===== src/rtl/axis_pkg.sv =====
// Shared AXI-Stream helpers: TUSER geometry for the {tid, tkeep} packing
// and the packet-tracking state encoding used by the packer.
package axis_pkg;

   // Number of byte lanes (tkeep bits) for a given tdata width.
   function automatic int KEEP_W(input int data_w);
      return data_w / 8;
   endfunction

   // Packed tuser width: tid sits above the keep field.
   function automatic int TUSER_W(input int tid_w, input int data_w);
      return tid_w + KEEP_W(data_w);
   endfunction

   // Field offsets inside tuser. The tid offset depends on the data width,
   // so it is a function of it rather than a fixed constant.
   localparam int TUSER_KEEP_LSB = 0;

   function automatic int TUSER_TID_LSB(input int data_w);
      return KEEP_W(data_w);
   endfunction

   // FIRST: next accepted beat opens a packet; BODY: inside a packet.
   typedef enum logic {
      FIRST = 1'b0,
      BODY  = 1'b1
   } pack_state_e;

endpackage


===== src/rtl/axis_skid_buffer.sv =====
// Two-entry register slice (main + skid) with a registered ready.
// Full throughput, no combinational path from m_ready to s_ready.
module axis_skid_buffer #(
   parameter int WIDTH = 8
) (
   input  logic             clk,
   input  logic             rst,
   input  logic [WIDTH-1:0] s_data,
   input  logic             s_valid,
   output logic             s_ready,
   output logic [WIDTH-1:0] m_data,
   output logic             m_valid,
   input  logic             m_ready
);

   logic             main_valid, skid_valid, ready_q;
   logic [WIDTH-1:0] main_data, skid_data;
   logic             accept, main_open;
   logic             main_valid_next, skid_valid_next;
   logic             load_main_from_skid, load_main_from_input, load_skid;

   assign accept    = s_valid & ready_q;
   assign main_open = !main_valid || m_ready;

   // Decide where the incoming beat goes and whether main refills from skid.
   always_comb begin
      // NOTE: every output gets a default first so no path through the
      // if/else leaves a signal unassigned and infers a latch.
      main_valid_next      = main_valid;
      skid_valid_next      = skid_valid;
      load_main_from_skid  = 1'b0;
      load_main_from_input = 1'b0;
      load_skid            = 1'b0;
      if (main_open) begin
         // ready_q mirrors !skid_valid, so no new beat arrives while skid holds one.
         if (skid_valid) begin
            load_main_from_skid = 1'b1;
            main_valid_next     = 1'b1;
            skid_valid_next     = 1'b0;
         end else if (accept) begin
            load_main_from_input = 1'b1;
            main_valid_next      = 1'b1;
         end else begin
            main_valid_next = 1'b0;
         end
      end else if (accept) begin
         load_skid       = 1'b1;
         skid_valid_next = 1'b1;
      end
   end

   // Occupancy flags and registered ready; ready stays low through reset.
   always_ff @(posedge clk or posedge rst) begin
      // NOTE: state registers use non-blocking assignments so every flop
      // samples pre-edge values regardless of block ordering.
      if (rst) begin
         main_valid <= 1'b0;
         skid_valid <= 1'b0;
         ready_q    <= 1'b0;
      end else begin
         main_valid <= main_valid_next;
         skid_valid <= skid_valid_next;
         ready_q    <= !skid_valid_next;
      end
   end

   // Payload storage, qualified by the valid flags above.
   always_ff @(posedge clk) begin
      // NOTE: data registers are deliberately not reset; the valid flags
      // alone make their contents meaningful, which keeps reset fan-out low.
      if (load_main_from_skid) begin
         main_data <= skid_data;
      end else if (load_main_from_input) begin
         main_data <= s_data;
      end
      if (load_skid) begin
         skid_data <= s_data;
      end
   end

   assign s_ready = ready_q;
   assign m_valid = main_valid;
   assign m_data  = main_data;

endmodule


===== src/rtl/axis_id_packer.sv =====
// Packs AXI-S tid/tkeep into tuser as {tid, tkeep} ahead of FIFOs and CDC
// paths that only carry tuser. Locks tid for the length of a packet,
// sanitises tkeep, flags protocol errors and counts emitted packets.
// TUSER_WIDTH must equal TID_WIDTH + DATA_WIDTH/8.
module axis_id_packer
   import axis_pkg::*;
#(
   parameter int DATA_WIDTH  = 8,
   parameter int TID_WIDTH   = 2,
   parameter int TUSER_WIDTH = TUSER_W(TID_WIDTH, DATA_WIDTH),
   parameter int COUNT_WIDTH = 32
) (
   input  logic                      clk,
   input  logic                      rst,
   input  logic [DATA_WIDTH-1:0]     s_axis_tdata,
   input  logic [DATA_WIDTH/8-1:0]   s_axis_tkeep,
   input  logic [TID_WIDTH-1:0]      s_axis_tid,
   input  logic                      s_axis_tlast,
   input  logic                      s_axis_tvalid,
   output logic                      s_axis_tready,
   output logic [DATA_WIDTH-1:0]     m_axis_tdata,
   output logic [TUSER_WIDTH-1:0]    m_axis_tuser,
   output logic                      m_axis_tlast,
   output logic                      m_axis_tvalid,
   input  logic                      m_axis_tready,
   output logic                      err_tid_mismatch,
   output logic                      err_keep,
   output logic [COUNT_WIDTH-1:0]    pkt_count
);

   localparam int KW      = KEEP_W(DATA_WIDTH);
   localparam int TID_LSB = TUSER_TID_LSB(DATA_WIDTH);
   localparam int PW      = DATA_WIDTH + TUSER_WIDTH + 1;

   pack_state_e            state, state_next;
   logic [TID_WIDTH-1:0]   tid_lock, tid_lock_next, tid_packed;
   logic [KW-1:0]          keep_packed;
   logic [TUSER_WIDTH-1:0] tuser_packed;
   logic                   accept, err_tid_next, err_keep_next;
   logic [PW-1:0]          s_payload, m_payload;

   assign accept = s_axis_tvalid & s_axis_tready;

   // Packet FSM next state, tid lock, tkeep sanitiser and error detection.
   // Nothing advances without an s-side handshake.
   always_comb begin
      state_next    = state;
      tid_lock_next = tid_lock;
      tid_packed    = tid_lock;
      keep_packed   = s_axis_tkeep;
      err_tid_next  = 1'b0;
      err_keep_next = 1'b0;

      if (state == FIRST) begin
         tid_packed = s_axis_tid;
      end

      // Only the last beat may be partial; an empty last beat is passed but flagged.
      if (!s_axis_tlast && s_axis_tkeep != '1) begin
         keep_packed   = '1;
         err_keep_next = accept;
      end else if (s_axis_tlast && s_axis_tkeep == '0) begin
         err_keep_next = accept;
      end

      if (accept) begin
         state_next = s_axis_tlast ? FIRST : BODY;
         if (state == FIRST) begin
            tid_lock_next = s_axis_tid;
         end else if (s_axis_tid != tid_lock) begin
            err_tid_next = 1'b1;
         end
      end
   end

   // Assemble tuser from its fields.
   always_comb begin
      tuser_packed                              = '0;
      tuser_packed[TUSER_KEEP_LSB +: KW]        = keep_packed;
      tuser_packed[TID_LSB +: TID_WIDTH]        = tid_packed;
   end

   assign s_payload = {s_axis_tdata, tuser_packed, s_axis_tlast};

   // FSM state, tid lock and one-cycle error pulses.
   always_ff @(posedge clk or posedge rst) begin
      if (rst) begin
         state            <= FIRST;
         tid_lock         <= '0;
         err_tid_mismatch <= 1'b0;
         err_keep         <= 1'b0;
      end else begin
         state            <= state_next;
         tid_lock         <= tid_lock_next;
         err_tid_mismatch <= err_tid_next;
         err_keep         <= err_keep_next;
      end
   end

   // Count packets as they leave on the master side; wraps naturally.
   always_ff @(posedge clk or posedge rst) begin
      if (rst) begin
         pkt_count <= '0;
      end else if (m_axis_tvalid && m_axis_tready && m_axis_tlast) begin
         pkt_count <= pkt_count + COUNT_WIDTH'(1);
      end
   end

   axis_skid_buffer #(
      .WIDTH (PW)
   ) u_slice (
      .clk     (clk),
      .rst     (rst),
      .s_data  (s_payload),
      .s_valid (s_axis_tvalid),
      .s_ready (s_axis_tready),
      .m_data  (m_payload),
      .m_valid (m_axis_tvalid),
      .m_ready (m_axis_tready)
   );

   assign m_axis_tdata = m_payload[PW-1 -: DATA_WIDTH];
   assign m_axis_tuser = m_payload[TUSER_WIDTH:1];
   assign m_axis_tlast = m_payload[0];

endmodule


===== config.mk =====
export PLATFORM = sky130hd
export DESIGN_NAME = axis_id_packer
export DESIGN_NICKNAME = d
export VERILOG_FILES = /design/src/rtl/axis_pkg.sv /design/src/rtl/axis_skid_buffer.sv /design/src/rtl/axis_id_packer.sv
export SDC_FILE = /design/constraint.sdc
export NUM_CORES = 1
export LEC_CHECK = 0
export CAP_MARGIN = 20
export CORE_ASPECT_RATIO = 2
export CORE_MARGIN = 1
export CORE_UTILIZATION = 45
export DETAILED_ROUTE_END_ITERATION = 6
export GPL_TIMING_DRIVEN = 0
export PLACE_DENSITY = 0.75
export SLEW_MARGIN = 5
export SYNTH_ARGS = -nofsm -noshare
export SYNTH_HDL_FRONTEND = slang
export SYNTH_HIERARCHICAL = 1
export SYNTH_SLANG_ARGS = --single-unit

===== constraint.sdc =====
create_clock -name clk -period 1.9 [get_ports clk]
set_input_delay 0.38 -clock clk [delete_from_list [all_inputs] [get_ports clk]]
set_output_delay 0.38 -clock clk [all_outputs]
set_load 0.03 [all_outputs]

Word level (Yosys, flattened, before mapping)
Index checks and enable logic that the tools add are counted.
{"block": "op_classes", "addsub": 1, "n_eq_ne": 1, "muxes": 19, "bitwise": 2, "reduce_logical": 9}
{"cell": "$add 32x1->32 const B", "n": 1}
{"cell": "$mux 12", "n": 2}
{"cell": "$mux 1", "n": 16}
{"cell": "$logic_and 1x1->1", "n": 4}
{"cell": "$logic_not 1->1", "n": 3}
{"cell": "$mux 2", "n": 1}
{"cell": "$ne 2x2->1", "n": 1}
{"cell": "$reduce_bool 2->1", "n": 1}
{"cell": "$and 1x1->1", "n": 1}
{"cell": "$logic_or 1x1->1", "n": 1}
{"cell": "$not 1->1", "n": 1}
{"block": "word_totals", "register_bits": 64, "in_bits": 16, "out_inout_bits": 48, "elab_cells": 42}

Depth between registers and ports, before layout
Gate-level depths: netlist of run 1.
{"block": "depth", "ltp_word": 6, "depth_mapped": 6}

Hierarchy
The synthesis of run 1 kept the hierarchy.
{"module": "axis_id_packer", "instances": 1, "cells_per_inst": 147, "area_per_inst_um2": 1676.6}
{"module": "axis_skid_buffer", "instances": 1, "cells_per_inst": 51, "area_per_inst_um2": 1052.3}

Worst setup path after synthesis of run 1
No wires, ideal clock.
{"block": "synth_timing", "path_type": "flip-flop to flip-flop", "startpoint": "reg u_slice.main_valid, in the netlist u_slice/m_valid", "endpoint": "reg pkt_count[20]", "setup_time_ns": 0.080, "t_arrival_ns": 1.670, "path_slack_ns": 0.149, "stages_incl_launch_ff": 7, "n_path_buf": 1, "synth_period_minus_slack_ns": 1.751, "path_cell_list": "dfrtp_1 -> and3_1 -> buf_2 -> nand4_4 -> nand2b_4 -> nor4_2 -> xor2_1"}
{"block": "synth_via", "elab_chain_len": 2}
{"element": "start: declaration", "line_no": "axis_skid_buffer.sv:16", "rtl": "logic main_valid, skid_valid, ready_q;"}
{"element": "start signal: assignment", "line_no": "axis_skid_buffer.sv:61", "rtl": "main_valid <= main_valid_next;"}
{"element": "$logic_and 1x1->1 (2 in series)", "line_no": "axis_id_packer.sv:104", "rtl": "end else if (m_axis_tvalid && m_axis_tready && m_axis_tlast) begin"}
{"element": "end signal: assignment", "line_no": "axis_id_packer.sv:105", "rtl": "pkt_count <= pkt_count + COUNT_WIDTH'(1);"}
{"element": "end: declaration", "line_no": "axis_id_packer.sv:28", "rtl": "output logic [COUNT_WIDTH-1:0] pkt_count"}
Every way passes these cells.
A chain may end at the register's enable or synchronous reset.

Worst setup path after layout of run 1
{"block": "layout_timing", "startpoint": "reg pkt_count[5]", "endpoint": "out pkt_count[5]"}
No word-level cell between the ends.

==> metrics.yaml, run 1 <==
status:
  run_status: "complete, but fails checks"
  violations: "DRC"
cells_and_area:
  syn_to_final_growth_pct: 38.3
  fin_area_um2: 3770
  drive_above_1_share: 0.177
  final_cells: 343
  n_antenna_cell: 0
  final_nets: 294
placed_design:
  portBuffers: 63
  place.gp.congestion: 0.771
  placed_area_um2: 3440
  dp_hpwl_mm: 3.79
  dp_cells: 323
critical_path:
  cp_num_buf_inv: 1
  path_cells: "clkdlybuf4s50_1"
  worstSetupEndpointType: "output pin"
  critPathTopFamily: "buffers and inverters"
  slowest_delay_ps: 710
  cp_max_fo: 5
  path_class: "register to output pin"
  crit_slowest_cell: "clkdlybuf4s50_1"
  cp.arrival_ps: 1470
  startpoint_type: "register"
  critical_path_required_ps: 1520
power:
  ir_drop_uv: 787
  p_leak_uw: 0.00171
  power_density_nw_per_um2: 1040
global_route:
  antenna_found_initial: 0
  grt-ovfl-total: 0
  grt_first_pass_wirelength_mm: 8.36
  grt_pass1_vias: 1779
  grt_max_degree: 38
  track_usage: 0.182
yosys:
  yosysWarnings: 6
  synth_nets: 215
  avgSynthCellArea_um2: 13.8
  ys_types: 29
  netlist_instances: 198
  ys_ff_latch: 64
  yosysSeqAreaShare: 0.631
  netlist_area_um2: 2730
  synth_top_area_share: 0.367
  synthTopCellsByArea: "dfrtp_1 37%, edfxtp_1 26%, xnor2_1 6.7%"
  synth_area_leader_cell: "dfrtp_1"
timing:
  period_share: 0.976
  worstMarginPinSlew_ps: 772
  rsz0062_at_grt: "no"
  period_minus_slack_ps: 1850
  max_freq_mhz: 539
  hold_violations: 0
  max_slew_margin: 0.484
  slew_viol_final: 0
  finalClockSkew_ps: 5.04
  setup_viol: 0
min_path:
  hold_class: "input port to asynchronous set/reset pin"
clock_network:
  cts_root_buf: "clkbuf_16"
  clk_latency_ps: 330
  htreeDepth: 3
  path_clk_slew_ps: 50
  clockBufferDepth: 2
  cts_buffers: 9
  cts_tree: "yes"
  numClockSinks: 64
routing:
  vias: 1774
  via_per_inst: 5.17
  drc: 14
  drt_iter0_drc: 74
  routed_wl_mm: 5.27
  routedWlPerCell_um: 15.4
  dr.pass1.iters: 6
  ant_nets: 0
floorplanning:
  ios: 64
  core_area_um2: 5760
  start_util: 0.474
  fp.dieH_um: 112
  fp-row-count: 39
  dieArea_um2: 6400
  die_width_um: 57.1
flow_run:
  drv_cap: 0
## through the flow
stage | TNS [ps] | util | power [uW] | setup WS [ps] | hold WS [ps]
3_3_place_gp | -19950 | 0.597 | 2380 | -562 | 464
2_1_floorplan | 0 | - | 2120 | 149 | 134
6_report | 0 | 0.655 | 3910 | 45.2 | 286
4_1_cts | 0 | 0.647 | 3960 | 0.128 | 272
5_1_grt | 0 | 0.655 | 4070 | 1.94 | 312
3_5_place_dp | -10420 | 0.598 | 2400 | -378 | 474
## synth_stat cells
master    instances
nand4_1           8
xor2_1           12
nor2_1           15
inv_1             7
mux2_4           10
nand3b_1          1
dfrtp_1          40
nor2_2            1
nor3_1            1
edfxtp_1         24
buf_12            1
and3_1            7
nand2b_1          1
nor4_2            2
nand2_4           1
or2_2             1
nand4_2           1
mux2_2            7
nand2b_4          2
nand3_1           9
nand2_1          16
o21ai_0           1
nand4_4           1
and4_1            1
and3_2            1
a21oi_1           3
ha_1              1
buf_2             2
xnor2_1          21
## area by class of cell
| type | instances | area, um2 |
|---|---|---|
| Sequential cell | 64 | 1720 |
| Clock inverter | 5 | 47.5 |
| Multi-Input combinational cell | 124 | 957 |
| Tap cell | 61 | 76.3 |
| Buffer | 3 | 32.5 |
| Clock buffer | 11 | 233 |
| Inverter | 7 | 26.3 |
| Fill cell | 466 | 1980 |
| Timing Repair Buffer | 68 | 679 |
## cell usage in the layout, fill, tap and decap left out, types with 2 or more instances in the layout
master           synthesis  layout
a21oi_1                  3       2
and3_1                   7       7
buf_4                    0       5
clkbuf_1                 0       2
clkbuf_16                0       9
clkdlybuf4s50_1          0      57
clkinv_1                 0       2
clkinv_2                 0       2
dfrtp_1                 40      40
dlymetal6s2s_1           0       5
edfxtp_1                24      24
inv_1                    7       6
mux2_2                   7       7
mux2_4                  10      10
nand2_1                 16      16
nand2b_4                 2       2
nand3_1                  9       9
nand4_1                  8       8
nor2_1                  15      14
nor2_2                   1       2
nor4_2                   2       2
xnor2_1                 21      21
xor2_1                  12      12
## cells by family (layout without fill, tap and decap cells)
family                     Yosys count  in the layout  synth area share
AOI/OAI and AO/OA                    4              4           0.00733
xor gates and xnor gates            33             33             0.106
adders and majority gates            1              1           0.00458
buffers and inverters               10             94            0.0206
DFF                                 64             64             0.631
muxes                               17             17            0.0839
and+or+nand+nor                     69             69             0.147
## power by group
group          leakage [uW]  internal (uW)  switching, uW  total [uW]
registers          0.000748           1580            121        1700
clock network      0.000138           1000            549        1550
logic              0.000825            317            348         665
## timing repair
item	4_1_cts	5_1_grt
resized for setup	2	7
pin swaps	0	1
setup buffers	0	4
hold buffers	0	0
endpoints found under the setup margin	7	23
## path summary, 6_finish.rpt
path	cells after the start	from	slack (ps)	endpoint
worst min-delay path	2	rst	290	u_slice/m_valid
worst max register to register	5	pkt_count[14]	200	pkt_count[25]
worst min register to register	1	pkt_count[31]	480	pkt_count[31]
min in group clk	1	pkt_count[31]	480	pkt_count[31]
worst max-delay path	1	pkt_count[5]	50	pkt_count[5]
max in group asynchronous	2	rst	840	pkt_count[15]
## registers in the layout, summed over array words and instances, names as in the netlist
name,cells
pkt_count,32
u_slice/m_data,12
u_slice/skid_data,12
tid_lock,2
err_keep,1
err_tid_mismatch,1
state,1
u_slice/m_valid,1
u_slice/s_ready,1
u_slice/skid_valid,1
## metal layers
metal	wire, um	up-vias	track usage
met3	215	12	0.0599
met2	3080	44	0.331
met4	142	0	0.102
li1	-	848	-
met1	1830	870	0.172
met5	0	-	0
Note: power is estimated with default switching activity, not from simulation.
==> run 2: changes to the inputs <==
--- a/config.mk
+++ b/config.mk
@@ -8,10 +8,11 @@
 export CAP_MARGIN = 20
 export CORE_ASPECT_RATIO = 2
 export CORE_MARGIN = 1
-export CORE_UTILIZATION = 45
+export CORE_UTILIZATION = 32
 export DETAILED_ROUTE_END_ITERATION = 6
+export GPL_ROUTABILITY_DRIVEN = 0
 export GPL_TIMING_DRIVEN = 0
-export PLACE_DENSITY = 0.75
+export PLACE_DENSITY = 0.57
 export SLEW_MARGIN = 5
 export SYNTH_ARGS = -nofsm -noshare
 export SYNTH_HDL_FRONTEND = slang
==> run 2 against run 1 <==
Compared with the run above:
- the flow now finishes without violations
- utilization is 20 points lower
- first-iteration DRC count increased by 8.1%
- power fell by 2.1%
- clock skew hardly changed
- sequential share of layout area down 0.21 points
- sequential power about the same
- highest routed layer unchanged
==> metrics.yaml, run 2 (synthesized netlist as in run 1, its figures left out) <==
status:
  run_status: "completed"
timing:
  max_freq_mhz: 539  # about the same
  rsz0062_at_grt: "no"
  hold_violations: 0  # unchanged
  setup_viol: 0  # unchanged
  period_share: 0.976  # about the same
  worstMarginPinSlew_ps: 792  # +19.4 ps
  period_minus_slack_ps: 1850  # -0.783 ps
  slew_viol_final: 0  # unchanged
  max_slew_margin: 0.471  # -0.0130
  finalClockSkew_ps: 5.01  # -0.0302 ps
  whs_ps: 273  # -13.3 ps
routing:
  via_per_inst: 4.63  # -11%
  routedWlPerCell_um: 14.3  # -7.1%
  routed_wl_mm: 5.36  # +1.6%
  drt_iter0_drc: 80  # +8.1%
  drc: 0  # -14
  ant_nets: 0  # unchanged
  dr.pass1.iters: 4  # -2
  vias: 1735  # -2.2%
floorplanning:
  ios: 64  # unchanged
  dieArea_um2: 8920  # +39%
  core_area_um2: 8290  # +44%
  fp-row-count: 47  # +21%
  die_width_um: 67.3  # +18%
  start_util: 0.329  # -0.145
  fp.dieH_um: 133  # +18%
critical_path:
  path_cells: "clkdlybuf4s50_1"
  crit_slowest_cell: "clkdlybuf4s50_1"
  cp.arrival_ps: 1470  # about the same
  critical_path_required_ps: 1520  # about the same
  critPathTopFamily: "buffers and inverters"
  path_class: "register to output pin"
  cp_max_fo: 4  # -1
  cp_num_buf_inv: 1  # unchanged
  startpoint_type: "register"
  worstSetupEndpointType: "output pin"
  slowest_delay_ps: 710  # about the same
placed_design:
  portBuffers: 63  # unchanged
  dp_hpwl_mm: 3.94  # +3.9%
  placed_area_um2: 3490  # +1.2%
cells_and_area:
  layout_common_cells: "56 x clkdlybuf4s50_1, 40 x dfrtp_1, 24 x edfxtp_1, 21 x xnor2_1, 16 x nand2_1"
  final_common_cell: "clkdlybuf4s50_1"
  ff_latch_area_um2: 1720  # unchanged
  drive_above_1_share: 0.184  # +0.00681
  fin_area_um2: 3790  # +0.46%
  multiInputGateArea_um2: 970  # +1.3%
  largest_reg_flops: 32  # unchanged
  utilization: 0.457  # -0.198
  n_antenna_cell: 0  # unchanged
  fill_cells: 759  # +63%
  syn_to_final_growth_pct: 38.9
  final_nets: 289  # -1.7%
  largest-register: "pkt_count"
power:
  p_sw_uw: 1070  # +5.2%
  power.internal_uw: 2760  # -4.6%
  power_frac_comb: 0.172  # +0.002
  power_density_nw_per_um2: 1010  # -2.5%
  p_leak_uw: 0.00171  # +0.19%
  p_total_uw: 3830  # -2.1%
  p_seq_frac: 0.442  # +0.008
  switching_share: 0.279  # +0.0192
  ir_drop_uv: 529  # -33%
  clockPowerShare: 0.386  # -0.010
global_route:
  track_usage: 0.141  # -0.0405
  busiest_layer: "met2"
  antenna_found_initial: 0  # unchanged
  grt_max_degree: 38  # unchanged
  grt_pass1_vias: 1784  # +0.28%
  met1_usage: 0.139  # -0.0323
  grt_use_met3: 0.0440  # -0.0159
  use_met2: 0.244  # -0.0865
  grt-ovfl-total: 0  # unchanged
  grt_first_pass_wirelength_mm: 8.87  # +6.0%
clock_network:
  cts_root_buf: "clkbuf_16"
  numClockSinks: 64  # unchanged
  clockBufferDepth: 2  # unchanged
  cts_hold_buf: 0  # unchanged
  clk_latency_ps: 330  # about the same
  cts_tree: "yes"
  htreeDepth: 3  # unchanged
  path_clk_slew_ps: 50  # about the same
  cts_buffers: 9  # unchanged
flow_run:
  drv_cap: 0  # unchanged
min_path:
  hold_class: "input port to asynchronous set/reset pin"
[run 2: cell types whose count changed in the layout (fill, tap and decap cells not counted), sizes merged]
cell,previous run,this run
clkbuf,12,9
clkinv,4,3
dlymetal6s2s,5,6
buf,7,3
clkinvlp,0,4
clkdlybuf4s50,57,56
bufinv,1,0
[run 2: worst paths after layout]
check,from,cells after the start,end,slack [ps]
max,u_slice/m_valid,1,m_axis_tvalid,50
min,rst,2,u_slice/skid_valid,270
max reg2reg,pkt_count[14],5,pkt_count[31],190
min reg2reg,pkt_count[31],1,pkt_count[31],480
max in group asynchronous,rst,2,pkt_count[31],830
min in group clk,pkt_count[31],1,pkt_count[31],480
[run 2: area by class of cell]
cell class	instances	area share
clock inverter	7	0.0129
inverter	7	0.00693
clock buffer	9	0.0594
multi-input combinational	124	0.256
buffer	3	0.00858
tap	98	0.0323
sequential	64	0.454
timing repair buffer	63	0.170
[run 2: metrics by stage]
step	cells	worst slack, ps	TNS (ps)
final	375	45.9	0
after global routing	375	2.49	0
after CTS	375	0.349	0
after detailed placement	359	-422	-10180
after global placement	359	-631	-25460
after floorplan	198	149	0
[run 2: per-layer routing]
metal | routed length (um) | vias up
met5 | 0 | -
met4 | 146 | 0
met3 | 214 | 9
met2 | 3040 | 41
met1 | 1950 | 848
li1 | - | 837
[run 2: what timing repair did]
action / in CTS / in global routing
pin swaps: 0 / 2
setup endpoints to repair: 13 / 12
setup buffers: 0 / 0
resized for setup: 2 / 11
endpoints found under the hold margin: 0 / 0
[run 2: power by group through the flow]
stage | registers, uW | clock network (uW) | logic, uW
6_report | 1690 | 1480 | 658
5_1_grt | 1710 | 1570 | 699
3_3_place_gp | 1720 | 0 | 667
2_1_floorplan | 1880 | 0 | 240
4_1_cts | 1700 | 1520 | 670
3_5_place_dp | 1730 | 0 | 676
